File: src/rtl/uart_pkg.sv
// Shared UART definitions: frame geometry, default baud divisor, receiver FSM
// states and the received-frame payload.
package uart_pkg;

  localparam int unsigned UART_DATA_BITS    = 8;
  localparam int unsigned UART_DEFAULT_BAUD = 5210;

  typedef enum logic [2:0] {
    IDLE   = 3'd0,
    START  = 3'd1,
    DATA   = 3'd2,
    PARITY = 3'd3,
    STOP   = 3'd4,
    DONE   = 3'd5,
    BREAK  = 3'd6
  } uart_state_e;

  typedef struct packed {
    logic [UART_DATA_BITS-1:0] data;
    logic                      parity_error;
    logic                      frame_error;
  } uart_rx_result_t;

endpackage

File: src/rtl/uart_rx_if.sv
// Receiver-side bundle: RX pin toward the receiver, decoded frame back out.
interface uart_rx_if;
  import uart_pkg::*;

  logic                      serial_data_in;
  logic [UART_DATA_BITS-1:0] rx_data;
  logic                      rx_valid;
  logic                      parity_error;
  logic                      frame_error;
  logic                      rx_busy;

  modport master (
    output serial_data_in,
    input  rx_data, rx_valid, parity_error, frame_error, rx_busy
  );

  modport slave (
    input  serial_data_in,
    output rx_data, rx_valid, parity_error, frame_error, rx_busy
  );

endinterface

File: src/rtl/uart_rx_fsm.sv
// Receiver frame sequencer: walks start/data/parity/stop from timer ticks and
// emits single-cycle strobes that steer the datapath in uart_rx.
module uart_rx_fsm
  import uart_pkg::*;
(
  input  logic clk,
  input  logic rst_n,
  input  logic rx_s_i,
  input  logic half_tick_i,
  input  logic bit_tick_i,
  input  logic bit_last_i,
  input  logic stop_i,
  output logic timer_clr_c_o,
  output logic idx_clr_c_o,
  output logic shift_c_o,
  output logic parity_cap_c_o,
  output logic stop_cap_c_o,
  output logic busy_c_o
);

  uart_state_e state_q, state_d;

  always_ff @(posedge clk) begin
    if (!rst_n) begin
      state_q <= IDLE;
    end else begin
      state_q <= state_d;
    end
  end

  always_comb begin
    state_d = state_q;
    case (state_q)
      IDLE:    if (!rx_s_i) state_d = START;
      START:   if (half_tick_i) state_d = rx_s_i ? IDLE : DATA;
      DATA:    if (bit_tick_i && bit_last_i) state_d = PARITY;
      PARITY:  if (bit_tick_i) state_d = STOP;
      STOP:    if (bit_tick_i) state_d = DONE;
      DONE:    state_d = stop_i ? IDLE : BREAK;
      BREAK:   if (rx_s_i) state_d = IDLE;
      default: state_d = IDLE;
    endcase
  end

  // Idle holds the timer at zero only while the line is high, so the count
  // already runs on the first low cycle and the start midpoint lands at baud/2.
  always_comb begin
    timer_clr_c_o  = (state_q == IDLE) ? rx_s_i : (state_d != state_q);
    idx_clr_c_o    = (state_q == START) && (state_d == DATA);
    shift_c_o      = (state_q == DATA) && bit_tick_i;
    parity_cap_c_o = (state_q == PARITY) && bit_tick_i;
    stop_cap_c_o   = (state_q == STOP) && bit_tick_i;
    busy_c_o       = (state_d != IDLE);
  end

endmodule

File: src/rtl/uart_rx.sv
// 8E1 UART receiver: pin synchronizer, bit-centre timer, shift register and
// registered frame outputs around the uart_rx_fsm sequencer.
module uart_rx
  import uart_pkg::*;
#(
  parameter int unsigned baud_rate = UART_DEFAULT_BAUD
) (
  input  logic     clk,
  input  logic     rst_n,
  uart_rx_if.slave rx_if
);

  localparam int unsigned DW    = UART_DATA_BITS;
  localparam int unsigned CNT_W = $clog2(baud_rate);
  localparam int unsigned IDX_W = 4;
  localparam logic [CNT_W-1:0] HALF_CNT = CNT_W'(baud_rate / 2);
  localparam logic [CNT_W-1:0] LAST_CNT = CNT_W'(baud_rate - 1);
  localparam logic [IDX_W-1:0] LAST_IDX = IDX_W'(DW - 1);

  logic            sync1_q, sync1_d, sync2_q, sync2_d;
  logic            rx_s;
  logic [CNT_W-1:0] cnt_q, cnt_d;
  logic [IDX_W-1:0] idx_q, idx_d;
  logic [DW-1:0]   shift_q, shift_d;
  logic            parity_q, parity_d;
  logic            stop_q, stop_d;
  uart_rx_result_t res_q, res_d;
  logic            rx_valid_q, rx_valid_d;
  logic            rx_busy_q, rx_busy_d;

  logic half_tick, bit_tick;
  logic timer_clr_c, idx_clr_c, shift_c, parity_cap_c, stop_cap_c, busy_c;

  assign rx_s      = sync2_q;
  assign half_tick = (cnt_q == HALF_CNT);
  assign bit_tick  = (cnt_q == LAST_CNT);

  uart_rx_fsm u_fsm (
    .clk            (clk),
    .rst_n          (rst_n),
    .rx_s_i         (rx_s),
    .half_tick_i    (half_tick),
    .bit_tick_i     (bit_tick),
    .bit_last_i     (idx_q == LAST_IDX),
    .stop_i         (stop_q),
    .timer_clr_c_o  (timer_clr_c),
    .idx_clr_c_o    (idx_clr_c),
    .shift_c_o      (shift_c),
    .parity_cap_c_o (parity_cap_c),
    .stop_cap_c_o   (stop_cap_c),
    .busy_c_o       (busy_c)
  );

  // Datapath next-state: outputs load on the stop sample so they are visible
  // in the DONE cycle together with rx_valid.
  always_comb begin
    sync1_d    = rx_if.serial_data_in;
    sync2_d    = sync1_q;
    cnt_d      = (timer_clr_c || bit_tick) ? '0 : cnt_q + CNT_W'(1);
    idx_d      = idx_q;
    if (idx_clr_c) begin
      idx_d = '0;
    end else if (shift_c) begin
      idx_d = idx_q + IDX_W'(1);
    end
    shift_d    = shift_c ? {rx_s, shift_q[DW-1:1]} : shift_q;
    parity_d   = parity_cap_c ? rx_s : parity_q;
    stop_d     = stop_cap_c ? rx_s : stop_q;
    res_d      = res_q;
    if (stop_cap_c) begin
      res_d.data         = shift_q;
      res_d.parity_error = ^{shift_q, parity_q};
      res_d.frame_error  = ~rx_s;
    end
    rx_valid_d = stop_cap_c;
    rx_busy_d  = busy_c;
  end

  always_ff @(posedge clk) begin
    if (!rst_n) begin
      sync1_q    <= 1'b1;
      sync2_q    <= 1'b1;
      cnt_q      <= '0;
      idx_q      <= '0;
      shift_q    <= '0;
      parity_q   <= 1'b0;
      stop_q     <= 1'b0;
      res_q      <= '0;
      rx_valid_q <= 1'b0;
      rx_busy_q  <= 1'b0;
    end else begin
      sync1_q    <= sync1_d;
      sync2_q    <= sync2_d;
      cnt_q      <= cnt_d;
      idx_q      <= idx_d;
      shift_q    <= shift_d;
      parity_q   <= parity_d;
      stop_q     <= stop_d;
      res_q      <= res_d;
      rx_valid_q <= rx_valid_d;
      rx_busy_q  <= rx_busy_d;
    end
  end

  assign rx_if.rx_data      = res_q.data;
  assign rx_if.parity_error = res_q.parity_error;
  assign rx_if.frame_error  = res_q.frame_error;
  assign rx_if.rx_valid     = rx_valid_q;
  assign rx_if.rx_busy      = rx_busy_q;

endmodule

File: src/flat_wrapper.sv
// flat-port wrapper written by rule: the top's interface ports become plain ports
module uart_rx_flat import uart_pkg::*;
#(
  parameter int unsigned baud_rate = UART_DEFAULT_BAUD
)
  (clk, rst_n, rx_if_serial_data_in, rx_if_rx_data, rx_if_rx_valid, rx_if_parity_error, rx_if_frame_error, rx_if_rx_busy);
  uart_rx_if rx_if_i ();
  input  logic clk;
  input  logic rst_n;
  input wire logic [$bits(rx_if_i.serial_data_in)-1:0] rx_if_serial_data_in;
  output wire logic [$bits(rx_if_i.rx_data)-1:0] rx_if_rx_data;
  output wire logic [$bits(rx_if_i.rx_valid)-1:0] rx_if_rx_valid;
  output wire logic [$bits(rx_if_i.parity_error)-1:0] rx_if_parity_error;
  output wire logic [$bits(rx_if_i.frame_error)-1:0] rx_if_frame_error;
  output wire logic [$bits(rx_if_i.rx_busy)-1:0] rx_if_rx_busy;
  assign rx_if_i.serial_data_in = rx_if_serial_data_in;
  assign rx_if_rx_data = rx_if_i.rx_data;
  assign rx_if_rx_valid = rx_if_i.rx_valid;
  assign rx_if_parity_error = rx_if_i.parity_error;
  assign rx_if_frame_error = rx_if_i.frame_error;
  assign rx_if_rx_busy = rx_if_i.rx_busy;
  uart_rx #(.baud_rate(baud_rate)) u_core (.clk(clk), .rst_n(rst_n), .rx_if(rx_if_i));
endmodule
File: config.mk
export PLATFORM = sky130hd
export DESIGN_NAME = uart_rx_flat
export DESIGN_NICKNAME = d
export VERILOG_FILES = /design/src/rtl/uart_pkg.sv /design/src/rtl/uart_rx_if.sv /design/src/rtl/uart_rx_fsm.sv /design/src/rtl/uart_rx.sv /design/src/flat_wrapper.sv
export SDC_FILE = /design/constraint.sdc
export NUM_CORES = 1
export LEC_CHECK = 0
export ABC_AREA = 1
export BUFFER_PORTS_ARGS = -buffer_cell sky130_fd_sc_hd__buf_2
export CAP_MARGIN = 20
export CORE_MARGIN = 2
export CORE_UTILIZATION = 41
export CTS_BUF_LIST = sky130_fd_sc_hd__clkbuf_4
export CTS_CLUSTER_DIAMETER = 150
export DETAILED_ROUTE_END_ITERATION = 8
export PLACE_DENSITY = 0.61
export SLEW_MARGIN = 25
export SYNTH_ARGS = -nofsm -noshare
export SYNTH_HDL_FRONTEND = slang
export SYNTH_SLANG_ARGS = --single-unit
export TNS_END_PERCENT = 50
File: constraint.sdc
create_clock -name clk -period 1.9 [get_ports clk]
set_input_delay 0.38 -clock clk [delete_from_list [all_inputs] [get_ports clk]]
set_output_delay 0.38 -clock clk [all_outputs]
set_load 0.05 [all_outputs]
==> results.py <==
metrics = {
    "status": {
        "run_status": "complete, no violations",
    },
    "synth": {
        "netlist_area_um2": 2136,
        "netlist-cell-type-count": 26,
        "syn-num-nets": 282,
        "synth_seq_area_share_pct": 41.24,
        "synth_compound_gate_area_share_pct": 8.553,
        "synthAdderAreaFrac_pct": 1.757,
        "yosys_register_bits": 44,
        "post_synth_xor_area_fraction_pct": 8.202,
        "yosysWarnings": 0,
        "post_synth.cell_area_avg_um2": 7.738,
        "muxShareOfSynthArea_pct": 0,
        "synthSimpleGateAreaFrac_pct": 31.34,
        "combinational_family_with_the_most_area_after_synthesis": "simple AND/OR/NAND/NOR gates",
        "post_synth_inst_count": 276,
    },
    "worst_setup_path": {
        "timing.rr.start": "u_core.cnt_q[1]$_SDFF_PP0_",
        "reg2reg_to": "u_core.cnt_q[1]$_SDFF_PP0_",
        "cp_max_fo": 6,
        "timing_worst_setup_path_type": "reg2reg",
        "reg2reg_setup_slack_ps": 150,
        "critical_path.endpoint_type": "flip-flop",
        "worst_reg2reg_path_depth": 14,
        "timing.critical_path.from_type": "flip-flop",
        "required_ps": 2190,
        "crit_arrival_ps": 2040,
    },
    "route": {
        "drt_pass1_iterations": 4,
        "routed_via_density": 4.599,
        "drt.antenna.violating_nets": 0,
        "routedWlPerCell_um": 10.93,
        "vias": 1711,
        "drt_drc_violations_left": 0,
        "initialDrtViolationCount": 72,
        "routed_wirelength_um": 4066,
    },
    "cts": {
        "clock_tree.htree_level_count": 2,
        "cts_buffers": 5,
        "clock_tree.root_cell": "sky130_fd_sc_hd__clkbuf_4",
        "clkLatencyLatePin_ps": 360,
        "post-cts-setup-buffer-count": 0,
        "clk_transition_reported_paths_ps": 140,
        "clock_sink_count": 44,
        "max-clock-path-buffers": 2,
        "postCtsHoldBufs": 0,
        "tritoncts": "yes",
    },
    "final_layout": {
        "filler_cell_count": 518,
        "area.sequential_um2": 884.6,
        "area.growth.synth_to_final_pct": 15.17,
        "final_layout_size_suffix_gt1_share_pct": 24.83,
        "multi_input_gate_area_um2": 1119,
        "antenna_cells_inserted": 0,
        "design.final.nets": 307,
        "mostFrequentLayoutCells": "41 x sky130_fd_sc_hd__dfxtp_1, 39 x sky130_fd_sc_hd__nand2_1, 36 x sky130_fd_sc_hd__nor2_1, 31 x sky130_fd_sc_hd__inv_1, 18 x sky130_fd_sc_hd__a21oi_1",
        "mostFrequentLayoutCell": "sky130_fd_sc_hd__dfxtp_1",
    },
    "sta": {
        "final.min_clock_period_ps": 1753,
        "slew_worst_pin_ps": 352.8,
        "timing.max_slew.rel_slack_pct": 76.30,
        "max_freq_mhz": 570.5,
        "setup-tns-final_ps": 0,
        "final.setup_skew_ps": 14.70,
        "setup_repair_after_global_routing_missed_its_margin": "yes",
        "setup-violations-final": 0,
        "hold-worst-slack_ps": 198.2,
        "report.final.hold_viol_count": 0,
        "layout_worst_path_cycle_share_pct": 92.26,
        "worst_slack_ps": 147.1,
        "maxSlewViolCount": 0,
    },
    "placed_design": {
        "io_buffer_count": 14,
        "hpwl_um": 2926,
        "detailedPlace.worstSlack_ps": 6.895,
        "place.gp.congestion": 0.8118,
    },
    "power": {
        "vdd.ir_drop.worst_mv": 0.3897,
        "power.density_cell_area_nw_per_um2": 658.8,
        "total_power_mw": 1.621,
        "static_leakage_nw": 0.9923,
    },
    "floorplan": {
        "initial_utilization_pct": 42.09,
        "die_width_um": 76.18,
        "die_height_um": 76.18,
        "floorplan.core_area_um2": 5075,
        "core.rowCount": 26,
        "num_io_pins": 15,
        "design.die.area_um2": 5803,
    },
    "global_route": {
        "grt_usage_pct": 14.92,
        "grt_max_degree": 22,
        "grt_use_met2_pct": 23.48,
        "globalRouteMet1Util_pct": 19.64,
        "grt_pass1_wl_um": 7079,
        "globalRouteOverflowTotal": 0,
        "grt_most_used_layer": "met2",
        "first_global_vias": 1580,
        "antenna_found_initial": 0,
        "grt_use_met3_pct": 4.028,
    },
    "job": {
        "maxCapViolations": 0,
    },
    "worst_hold_path": {
        "whs_path_depth": 2,
        "hold_class": "in2reg",
        "worst_hold_startpoint": "rx_if_serial_data_in",
        "holdPathEnd": "u_core.sync1_q$_SDFF_PN1_",
    },
}
==> sequential cells by signal (all words and copies together), names as in the netlist <==
register / cells
u_core.parity_q: 1
u_core.rx_if.rx_data: 8
u_core.rx_if.frame_error: 1
u_core.shift_q: 8
u_core.stop_q: 1
u_core.idx_q: 4
u_core.cnt_q: 13
u_core.u_fsm.state_q: 3
u_core.rx_if.rx_valid: 1
u_core.rx_s: 1
u_core.rx_if.rx_busy: 1
u_core.rx_if.parity_error: 1
u_core.sync1_q: 1
==> Yosys cell counts (all sizes together) <==
library cell / n / area share, %
inv: 41 / 7.2
clkbuf: 3 / 0.53
nand2: 44 / 8.6
nor2: 54 / 14
o21ai: 17 / 4.0
xor2: 13 / 5.3
nor3: 5 / 1.6
o21a: 1 / 0.35
a21oi: 18 / 4.2
nor3b: 2 / 0.70
nand4: 7 / 2.1
dfxtp: 44 / 41
nand3: 13 / 3.5
xnor2: 7 / 2.9
or2: 2 / 0.59
ha: 3 / 1.8
buf: 2 / 1.2
==> stage by stage <==
stage               std cells  util, %  cell area, um^2
finish                    372    48.47             2460
global route              372    48.47             2460
CTS                       371    47.51             2411
detailed placement        363    45.66             2317
global placement          363    45.66             2317
floorplan                 276        -             2136
==> area by class of cell <==
| type | instances | share of cell area, % |
|---|---|---|
| Sequential cell | 44 | 35.96 |
| Clock inverter | 3 | 1.933 |
| Inverter | 41 | 6.256 |
| Multi-Input combinational cell | 187 | 45.47 |
| Timing Repair Buffer | 22 | 5.290 |
| Tap cell | 70 | 3.561 |
| Clock buffer | 5 | 1.526 |
==> power breakdown <==
group	total [mW]	internal, mW	switching [mW]
combinational	0.0786	0.0244	0.0542
clock	0.608	0.282	0.326
sequential	0.934	0.929	0.00532
total	1.62	1.23	0.386
==> layer usage <==
| layer | vias to the layer above | part of all wire, % |
|---|---|---|
| li1 | 913 | - |
| met5 | - | 0 |
| met4 | 0 | 0.71 |
| met3 | 2 | 3.0 |
| met2 | 22 | 46 |
| met1 | 774 | 50 |
==> logic make-up after synthesis <==
family,count (synthesis)
flip-flops,44
adder cells (fa/ha/maj),3
AO/OA/AOI/OAI,36
buffers and inverters,46
XOR/XNOR,20
AND/OR/NAND/NOR,127
==> critical path, cell delays in order (launching register included) <==
cell and delay [ps]:
sky130_fd_sc_hd__dfxtp_2 360, sky130_fd_sc_hd__inv_2 60, sky130_fd_sc_hd__ha_4 130, sky130_fd_sc_hd__nand2_1 60, sky130_fd_sc_hd__nor2_2 140, sky130_fd_sc_hd__nand3_2 110, sky130_fd_sc_hd__nand2_2 80, sky130_fd_sc_hd__nand2_2 60
sky130_fd_sc_hd__nor2_4 120, sky130_fd_sc_hd__nand2_1 70, sky130_fd_sc_hd__nand2_1 80, sky130_fd_sc_hd__nand3_2 90, sky130_fd_sc_hd__nand2_4 130, sky130_fd_sc_hd__nand2_8 110, sky130_fd_sc_hd__nor2_4 100
==> worst max path at each step <==
stage / from / to / slack [ps] / cells past startpoint
after floorplan: u_core.cnt_q[0]$_SDFF_PP0_ / u_core.cnt_q[2]$_SDFF_PP0_ / 160 / 13
final: u_core.cnt_q[1]$_SDFF_PP0_ / u_core.cnt_q[1]$_SDFF_PP0_ / 150 / 14
after global placement: u_core.cnt_q[0]$_SDFF_PP0_ / u_core.cnt_q[12]$_SDFF_PP0_ / 110 / 12
after detailed placement: u_core.cnt_q[0]$_SDFF_PP0_ / u_core.cnt_q[4]$_SDFF_PP0_ / 7 / 12
after global routing: u_core.cnt_q[1]$_SDFF_PP0_ / u_core.cnt_q[2]$_SDFF_PP0_ / -30 / 13
after CTS: u_core.cnt_q[0]$_SDFF_PP0_ / u_core.cnt_q[4]$_SDFF_PP0_ / 70 / 13
==> what timing repair did <==
item,in CTS,in global routing
hold endpoints to repair,0,0
cloned,0,1
pin swaps,0,5
resized for setup,1,10
setup endpoints to repair,1,14
Power figures use the tool's default switching activity.
